File: src/rtl/result_bcd_display.sv
// Result display back end: converts the 11-bit two's-complement result to sign + 4 BCD digits
// by sequential double-dabble and scans them onto a 5-position multiplexed 7-segment display.
module result_bcd_display #(
    parameter int unsigned REFRESH_DIV   = 50000,
    parameter bit          BLANK_LEADING = 1'b1
) (
    input  logic        clk,
    input  logic        rst,
    input  logic [10:0] data_in,
    output logic        busy,
    output logic        neg,
    output logic [15:0] bcd,
    output logic [4:0]  an,
    output logic [6:0]  seg
);

    localparam int unsigned DIV_W = (REFRESH_DIV > 1) ? $clog2(REFRESH_DIV) : 1;
    localparam logic [DIV_W-1:0] DIV_LAST = DIV_W'(REFRESH_DIV - 1);

    localparam logic [6:0] SEG_BLANK = 7'b1111111;
    localparam logic [6:0] SEG_MINUS = 7'b0111111;

    typedef enum logic [1:0] {
        ST_IDLE,
        ST_CONV,
        ST_COMMIT
    } state_t;

    state_t      state_q;
    logic [10:0] d_q;
    logic [10:0] last_q;
    logic        sign_q;
    logic [10:0] mag_q;
    logic [15:0] bcd_w_q;
    logic [3:0]  cnt_q;
    logic        busy_q;
    logic        neg_q;
    logic [15:0] bcd_q;

    logic [DIV_W-1:0] div_q;
    logic [2:0]       pos_q;
    logic [4:0]       an_q;
    logic [6:0]       seg_q;

    logic [10:0] mag_d;
    logic [15:0] bcd_adj_d;
    logic [3:0]  lead_blank;
    logic [3:0]  digit_d;
    logic [6:0]  seg_d;

    function automatic logic [6:0] encode_digit(input logic [3:0] d);
        logic [6:0] s;
        s = SEG_BLANK;
        case (d)
            4'd0: s = 7'b1000000;
            4'd1: s = 7'b1111001;
            4'd2: s = 7'b0100100;
            4'd3: s = 7'b0110000;
            4'd4: s = 7'b0011001;
            4'd5: s = 7'b0010010;
            4'd6: s = 7'b0000010;
            4'd7: s = 7'b1111000;
            4'd8: s = 7'b0000000;
            4'd9: s = 7'b0010000;
            default: s = SEG_BLANK;
        endcase
        return s;
    endfunction

    // Magnitude of the sampled word; -1024 maps to 1024, which still fits 11 unsigned bits.
    assign mag_d = d_q[10] ? (~d_q + 11'd1) : d_q;

    always_comb begin
        bcd_adj_d = bcd_w_q;
        for (int k = 0; k < 4; k++) begin
            if (bcd_w_q[4*k +: 4] >= 4'd5) begin
                bcd_adj_d[4*k +: 4] = bcd_w_q[4*k +: 4] + 4'd3;
            end
        end
    end

    // NOTE: sequential state uses non-blocking assignments so every register samples
    // the pre-edge values regardless of statement order.
    always_ff @(posedge clk or negedge rst) begin
        if (!rst) begin
            state_q <= ST_IDLE;
            d_q     <= '0;
            last_q  <= '0;
            sign_q  <= 1'b0;
            mag_q   <= '0;
            bcd_w_q <= '0;
            cnt_q   <= '0;
            busy_q  <= 1'b0;
            neg_q   <= 1'b0;
            bcd_q   <= '0;
        end else begin
            d_q <= data_in;
            case (state_q)
                ST_IDLE: begin
                    if (d_q != last_q) begin
                        last_q  <= d_q;
                        sign_q  <= d_q[10];
                        mag_q   <= mag_d;
                        bcd_w_q <= '0;
                        cnt_q   <= '0;
                        busy_q  <= 1'b1;
                        state_q <= ST_CONV;
                    end
                end
                ST_CONV: begin
                    bcd_w_q <= {bcd_adj_d[14:0], mag_q[10]};
                    mag_q   <= {mag_q[9:0], 1'b0};
                    cnt_q   <= cnt_q + 4'd1;
                    if (cnt_q == 4'd10) begin
                        state_q <= ST_COMMIT;
                    end
                end
                ST_COMMIT: begin
                    bcd_q   <= bcd_w_q;
                    neg_q   <= sign_q;
                    busy_q  <= 1'b0;
                    state_q <= ST_IDLE;
                end
                default: state_q <= ST_IDLE;
            endcase
        end
    end

    // A digit is a leading zero when it and every higher digit are zero; units never blank.
    assign lead_blank[3] = BLANK_LEADING && (bcd_q[15:12] == 4'd0);
    assign lead_blank[2] = lead_blank[3] && (bcd_q[11:8] == 4'd0);
    assign lead_blank[1] = lead_blank[2] && (bcd_q[7:4] == 4'd0);
    assign lead_blank[0] = 1'b0;

    // NOTE: every always_comb output gets a default first so no path can infer a latch.
    always_comb begin
        digit_d = 4'd0;
        seg_d   = SEG_BLANK;
        case (pos_q)
            3'd0: digit_d = bcd_q[3:0];
            3'd1: digit_d = bcd_q[7:4];
            3'd2: digit_d = bcd_q[11:8];
            3'd3: digit_d = bcd_q[15:12];
            default: digit_d = 4'd0;
        endcase
        if (pos_q == 3'd4) begin
            seg_d = neg_q ? SEG_MINUS : SEG_BLANK;
        end else if (pos_q < 3'd4) begin
            seg_d = lead_blank[pos_q[1:0]] ? SEG_BLANK : encode_digit(digit_d);
        end
    end

    // an and seg are registered on the same edge so position and pattern never skew.
    always_ff @(posedge clk or negedge rst) begin
        if (!rst) begin
            div_q <= '0;
            pos_q <= '0;
            an_q  <= 5'h1F;
            seg_q <= SEG_BLANK;
        end else begin
            if (div_q == DIV_LAST) begin
                div_q <= '0;
                pos_q <= (pos_q == 3'd4) ? 3'd0 : pos_q + 3'd1;
            end else begin
                div_q <= div_q + 1'b1;
            end
            an_q  <= ~(5'b00001 << pos_q);
            seg_q <= seg_d;
        end
    end

    assign busy = busy_q;
    assign neg  = neg_q;
    assign bcd  = bcd_q;
    assign an   = an_q;
    assign seg  = seg_q;

endmodule

File: config.mk
export PLATFORM = sky130hd
export DESIGN_NAME = result_bcd_display
export DESIGN_NICKNAME = d
export VERILOG_FILES = /design/src/rtl/result_bcd_display.sv
export SDC_FILE = /design/constraint.sdc
export NUM_CORES = 1
export LEC_CHECK = 0
export BUFFER_PORTS_ARGS = -buffer_cell sky130_fd_sc_hd__clkbuf_2
export CAP_MARGIN = 0
export CORE_ASPECT_RATIO = 0.5
export CORE_MARGIN = 10
export CORE_UTILIZATION = 55
export CTS_CLUSTER_SIZE = 10
export DETAILED_ROUTE_END_ITERATION = 12
export PLACE_DENSITY = 0.74
export SLEW_MARGIN = 20
export SYNTH_ARGS = -nofsm -noshare
export SYNTH_HDL_FRONTEND = slang
export SYNTH_SLANG_ARGS = --single-unit
File: constraint.sdc
create_clock -name clk -period 3.5 [get_ports clk]
set_clock_uncertainty 0.1 [all_clocks]
set_input_delay 0.7 -clock clk [delete_from_list [all_inputs] [get_ports clk]]
set_output_delay 0.7 -clock clk [all_outputs]
set_load 0.02 [all_outputs]
Word-level counts from Yosys, hierarchy flattened
Memory sizes are Yosys's and may differ from the RTL's. Index checks and enable logic that the tools add are counted.

Div/mod/pow operators: 0. Reduce and logical (&&, ||, !) cells: 13. Bitwise operators: 2. Multiplexer cells: 25. Multipliers: 0. Eq/ne operators: 11. Order comparisons: 6. Add/sub/neg operators: 8. Shift operators: 1.

Operators by type and width (count): $mux W16 (2); $pmux W16 S2 (1); $mux W7 (4); $mux W11 (2); $pmux W11 S2 (1); $add A16 B1 Y16 const B (1); $eq A16 B16 Y1 const B (1); $ge A4 B3 Y1 const B (4); $mux W4 (4); $pmux W4 S4 (1); $add A4 B2 Y4 const B (3); $logic_not A4 Y1 (3); $add A11 B1 Y11 const B (1); $ne A11 B11 Y1 (1); $not A11 Y11 (1); $pmux W4 S2 (1); $reduce_and A2 Y1 (4); $eq A3 B2 Y1 const B (2); $mux W3 (2); $not A5 Y5 (1); $shl A1 B3 Y5 const A (1); $add A4 B1 Y4 const B (1); $eq A4 B4 Y1 const B (1); $mux W2 (2); 17 further kinds (21).

Latch bits: 0. Memory bits (read-only): 112. Flip-flop bits (word level): 105. RAM bits: 0. Word-level logic and storage cells: 81. Bits of input ports: 13. Output and inout port bits: 30. Memories kept: 1.

Memories: (name not given) (words 16, width 7, read ports 1, clocked after Yosys merged registers in 0, write ports 0, line 54) `case (d)`.

Longest topological paths before layout
Depth in word-level cells: 8. Depth in mapped cells: 10.

Worst setup path after synthesis
Ideal clock, no wire load.

Kind: reg-to-reg. From: register pos_q[0]. To: register seg_q[0], in the netlist seg[0]. Setup slack: 1256 ps. Setup time: 99 ps. Period minus slack after synthesis: 2244 ps. Arrival: 2045 ps. Stages on the path, launching flop included: 10. Buffers on the path: 0. Path through: dfrtp_1 inv_1 ha_1 a222oi_1 a2bb2oi_1 inv_1 ha_1 mux2_2 nor2_1 o21ai_0.

Word-level cells in the longest chain between the ends: 6. Elaborated cells on any way between the ends: 13. Those cells by class: 1 x order compare; 4 x eq/ne; 6 x mux; 1 x reduce/logical; 1 x memory.

RTL lines: from (decl) (line 41) `logic [2:0] pos_q;`; from (signal assigned) (line 163) `pos_q <= (pos_q == 3'd4) ? 3'd0 : pos_q + 3'd1;`; $eq A3 B2 Y1 (tied with other cells) (line 139) `case (pos_q)`; $pmux W4 S4 (line 139); $mem_v2 Z16 W7; $mux W7 (line 149) `seg_d = lead_blank[pos_q[1:0]] ? SEG_BLANK : encode_digit(digit_d);`; $mux W7 (line 148) `end else if (pos_q < 3'd4) begin`; $mux W7 * (line 146) `if (pos_q == 3'd4) begin`; via seg_d[0] (line 49) `logic [6:0] seg_d;`; to (signal assigned) (line 168) `seg_q <= seg_d;`; to (decl) (line 43) `logic [6:0] seg_q;`.

The timed path passes the listed nets; every way through them passes the cells marked *. The select of a mux whose other input is x is not followed. A chain may end at the register's enable or synchronous reset.

Worst setup path after layout
Ends and elaborated chain as after synthesis.

==> summary.md <==
| Metric | Value |
|---|---|
| Detailed-route DRC error count | `0` |
| Biggest fanout along the worst timing path | `7` |
| RSZ-0062 raised after global routing | `no` |
| Series of cell instances along the critical path | `inv_1, ha_1, a222oi_1, o21ai_0, inv_1, ha_1, mux2_2, nor2_1, o21ai_0` |
| Synthesized area divided by synthesized cell count | `10.8 µm²` |
| Fin Setup TNS | `0 ns` |
| Drt first pass iters | `6` |
| Multi-input combinational cell area | `2200 µm²` |
| Clock sink count | `104` |
| Leading cell types by total area after synthesis | `sky130_fd_sc_hd__dfrtp_1 (46%), sky130_fd_sc_hd__dfstp_2 (6.3%), sky130_fd_sc_hd__ha_1 (5.5%), sky130_fd_sc_hd__xor2_1 (4.6%), sky130_fd_sc_hd__nand2_1 (3.7%)` |
| Starting Density | `0.569` |
| Wire length of the first global-routing pass | `16.7 mm` |
| Final wirelength | `9.61 mm` |
| Number of setup violations in the final report | `0` |
| Fmax | `380 MHz` |
| Leakage | `2.55 nW` |
| Post-synth design cell area | `5000 µm²` |
| Nets in the synthesized netlist | `500` |
| Antenna violations before repair | `0` |
| Filler cell count | `707` |
| Residual antenna-violating net count after detailed routing | `0` |
| Root buf cell | `sky130_fd_sc_hd__clkbuf_16` |
| Clock tree from TritonCTS | `built` |
| Fraction of the cycle the final worst path needs | `0.752` |
| Worst min-delay path category | `primary input to asynchronous set/reset pin` |
| Area Overhead vs Synth | `12.6%` |
| Footprint of the flip-flops and latches | `2620 µm²` |
| # resized after CTS | `0` |
| Number of flops mapped to enable cells by yosys | `0` |
| Share of cell area taken by muxes after synthesis | `0.0445` |
| Final #Nets | `540` |
| Largest voltage drop on the vdd net | `0.400 mV` |
| Path depth of the worst reg2reg path | `9` |
| Origin of the critical flop-to-flop path | `pos_q[0]$_DFFE_PN0N_` |
| Horiz. Die Dim | `155 µm` |
| Type of the worst setup path | `flip-flop to flip-flop` |
| Area of the core | `8800 µm²` |
| Adder-cell share of the synthesized area | `0.0550` |
| Cell type with the largest total area after synthesis | `sky130_fd_sc_hd__dfrtp_1` |
| Crit path buf inv count | `2` |
| Number of max-slew violations in the final report | `0` |
| Sequential cell area fraction in the yosys report | `0.523` |
| #FFs+latches synth | `104` |
| Cell with the largest stage delay on the worst path | `sky130_fd_sc_hd__o21ai_0` |
| Smallest setup slack after layout | `0.867 ns` |
| Simple-gate share of the synthesized area | `0.134` |
| Number of global-route vias before repair | `3462` |
| Number of max-capacitance violations reported | `0` |
| Ranking of synthesized cells by instance count | `sky130_fd_sc_hd__dfrtp_1 (92), sky130_fd_sc_hd__nand2_1 (49), sky130_fd_sc_hd__o21ai_0 (36), sky130_fd_sc_hd__nor2_1 (33), sky130_fd_sc_hd__inv_1 (28)` |
| Largest family of logic cells by synthesized area | `compound AO/OA/AOI/OAI gates` |
| Pin count of the biggest net entering global routing | `56` |
| Area enclosed by the die boundary | `13500 µm²` |
| Gp weighted congestion | `0.889` |
| Number of DRC violations after detailed-routing iteration 0 | `142` |
| Total half-perimeter wirelength after legalization and detailed placement | `6.72 mm` |
| Clock Tree Buf Depth | `2` |
| Crit-path max cell delay | `0.53 ns` |
| Total number of H-tree levels | `3` |
| Status | `complete, no violations` |
| Row Count | `24` |
| Antenna Cells | `0` |
| Ports placed on the boundary | `43` |
| Total overflow reported by the global router | `0` |
| Total power per unit cell area | `821 nW/µm²` |
| Worst R2R End | `seg[0]$_DFF_PN1_` |
| Routed vias | `3424` |
| Number of hold-slack violations in the final timing report | `0` |
| Slew at the pin closest to its max-slew limit | `0.847 ns` |
| Clock slew at the register clock pins of the worst setup and hold paths | `0.07 ns` |
| Fraction of final layout cells with drive strength greater than 1 | `0.200` |
| Most frequent cell after synthesis | `sky130_fd_sc_hd__dfrtp_1` |
| Type of origin of the critical path | `flip-flop` |
| Share of the synthesized area in the top cell type | `0.460` |
| R2r setup slk | `0.87 ns` |
| Vias per std cell | `5.46` |
| Kind of capture point of the worst setup path | `flip-flop` |
| Vert. Die Dim | `87.5 µm` |
| Cell family with the largest share of critical-path delay | `compound AO/OA/AOI/OAI gates` |
| Minimum setup slack after placement | `0.920 ns` |
| Detailed-route wire length per cell | `15.3 µm` |
| Quantity of hold-fixing buffers added after cts | `0` |
| WP data required | `3.64 ns` |
| Number of CTS-inserted buffers | `9` |
| Xor and xnor area share after synthesis | `0.0718` |
| Signal arrival time at the worst endpoint | `2.78 ns` |
| Worst slew margin | `0.434` |
| Library cells used by synthesis | `49` |
| Share of async-settable or async-resettable flops after synthesis | `1.00` |
| Most used flip-flop cell after synthesis | `sky130_fd_sc_hd__dfrtp_1` |
| Total setup buffers inserted after CTS | `0` |
| Synth Area in Compound Gates | `0.135` |
| # port buffers | `42` |
| Clock insertion delay at the later pin of the skew report | `0.34 ns` |
| Yosys warning total | `0` |
| Total routing usage reported by global routing | `0.151` |
| Worst-case hold slack | `0.276 ns` |
| Min Tclk post-route | `2.63 ns` |
| Post-Synthesis Cells | `465` |
| Total power consumption of the routed design | `4.62 mW` |
==> state kept, by name, indices dropped and copies added (netlist names), 4 cells and up <==
signal and cells:
seg 7, mag_q 11, bcd 16, d_q 11
bcd_w_q 16, last_q 11, div_q 16, cnt_q 4
an 5
==> how the worst max path moves through the flow <==
stage / startpoint / end / slack (ns) / cells after the start
4_1_cts: pos_q[0]$_DFFE_PN0N_ / seg[0]$_DFF_PN1_ / 0.91 / 9
3_5_place_dp: pos_q[0]$_DFFE_PN0N_ / seg[0]$_DFF_PN1_ / 0.92 / 9
2_1_floorplan: pos_q[0]$_DFFE_PN0N_ / seg[0]$_DFF_PN1_ / 1.26 / 9
5_1_grt: pos_q[0]$_DFFE_PN0N_ / seg[0]$_DFF_PN1_ / 0.61 / 9
6_report: pos_q[0]$_DFFE_PN0N_ / seg[0]$_DFF_PN1_ / 0.87 / 9
3_3_place_gp: pos_q[0]$_DFFE_PN0N_ / seg[3]$_DFF_PN1_ / 1.07 / 9
==> area by class of cell <==
type / instances / share of cell area
Clock buffer: 14 / 0.0546
Clock inverter: 2 / 0.00222
Inverter: 28 / 0.0187
Multi-Input combinational cell: 318 / 0.391
Sequential cell: 104 / 0.465
Tap cell: 117 / 0.0260
Timing Repair Buffer: 44 / 0.0426
==> placed cells by master (no fill, tap or decap), types with 5 or more instances in the layout <==
cell | netlist | routed
sky130_fd_sc_hd__clkbuf_2 | 0 | 41
sky130_fd_sc_hd__o21ai_1 | 6 | 6
sky130_fd_sc_hd__clkbuf_16 | 0 | 12
sky130_fd_sc_hd__ha_1 | 22 | 22
sky130_fd_sc_hd__nor4_1 | 5 | 5
sky130_fd_sc_hd__inv_1 | 28 | 28
sky130_fd_sc_hd__xor2_1 | 26 | 26
sky130_fd_sc_hd__o21ai_0 | 36 | 36
sky130_fd_sc_hd__nand3_1 | 14 | 14
sky130_fd_sc_hd__nand2_1 | 49 | 49
sky130_fd_sc_hd__nor2_1 | 33 | 33
sky130_fd_sc_hd__dfrtp_1 | 92 | 92
sky130_fd_sc_hd__xnor2_1 | 15 | 15
sky130_fd_sc_hd__nand2b_1 | 7 | 6
sky130_fd_sc_hd__mux2_2 | 16 | 16
sky130_fd_sc_hd__dfstp_2 | 12 | 12
sky130_fd_sc_hd__a21oi_1 | 19 | 19
sky130_fd_sc_hd__o22ai_1 | 12 | 12
==> cells by family (layout without fill, tap and decap cells) <==
logic type                 count (synthesis)  in the layout
xor gates and xnor gates                  41             41
and+or+nand+nor                          134            134
AOI/OAI and AO/OA                        101            101
adders and majority gates                 22             22
DFF                                      104            104
buffers and inverters                     43             88
muxes                                     20             20
==> stage by stage <==
step / utilization / cells / instance area (µm²)
final: 0.640 / 627 / 5630
after global placement: 0.604 / 611 / 5310
after detailed placement: 0.604 / 611 / 5310
after floorplan: - / 465 / 5000
after global routing: 0.640 / 627 / 5630
after CTS: 0.640 / 627 / 5630
==> metal layers <==
| layer | GRT usage | routed length, µm |
|---|---|---|
| met3 | 0.0454 | 415 |
| met4 | 0.0512 | 138 |
| met5 | 0 | 0 |
| met1 | 0.194 | 4570 |
| met2 | 0.238 | 4480 |
==> where the power goes <==
group	leakage [nW]	total [mW]	switching [mW]	internal (mW)
Combinational	1.10	1.66	0.960	0.699
Clock	0.159	1.05	0.437	0.614
Sequential	1.28	1.91	0.320	1.59
Total	2.55	4.62	1.72	2.91
Note: power is estimated with default switching activity, not from simulation.
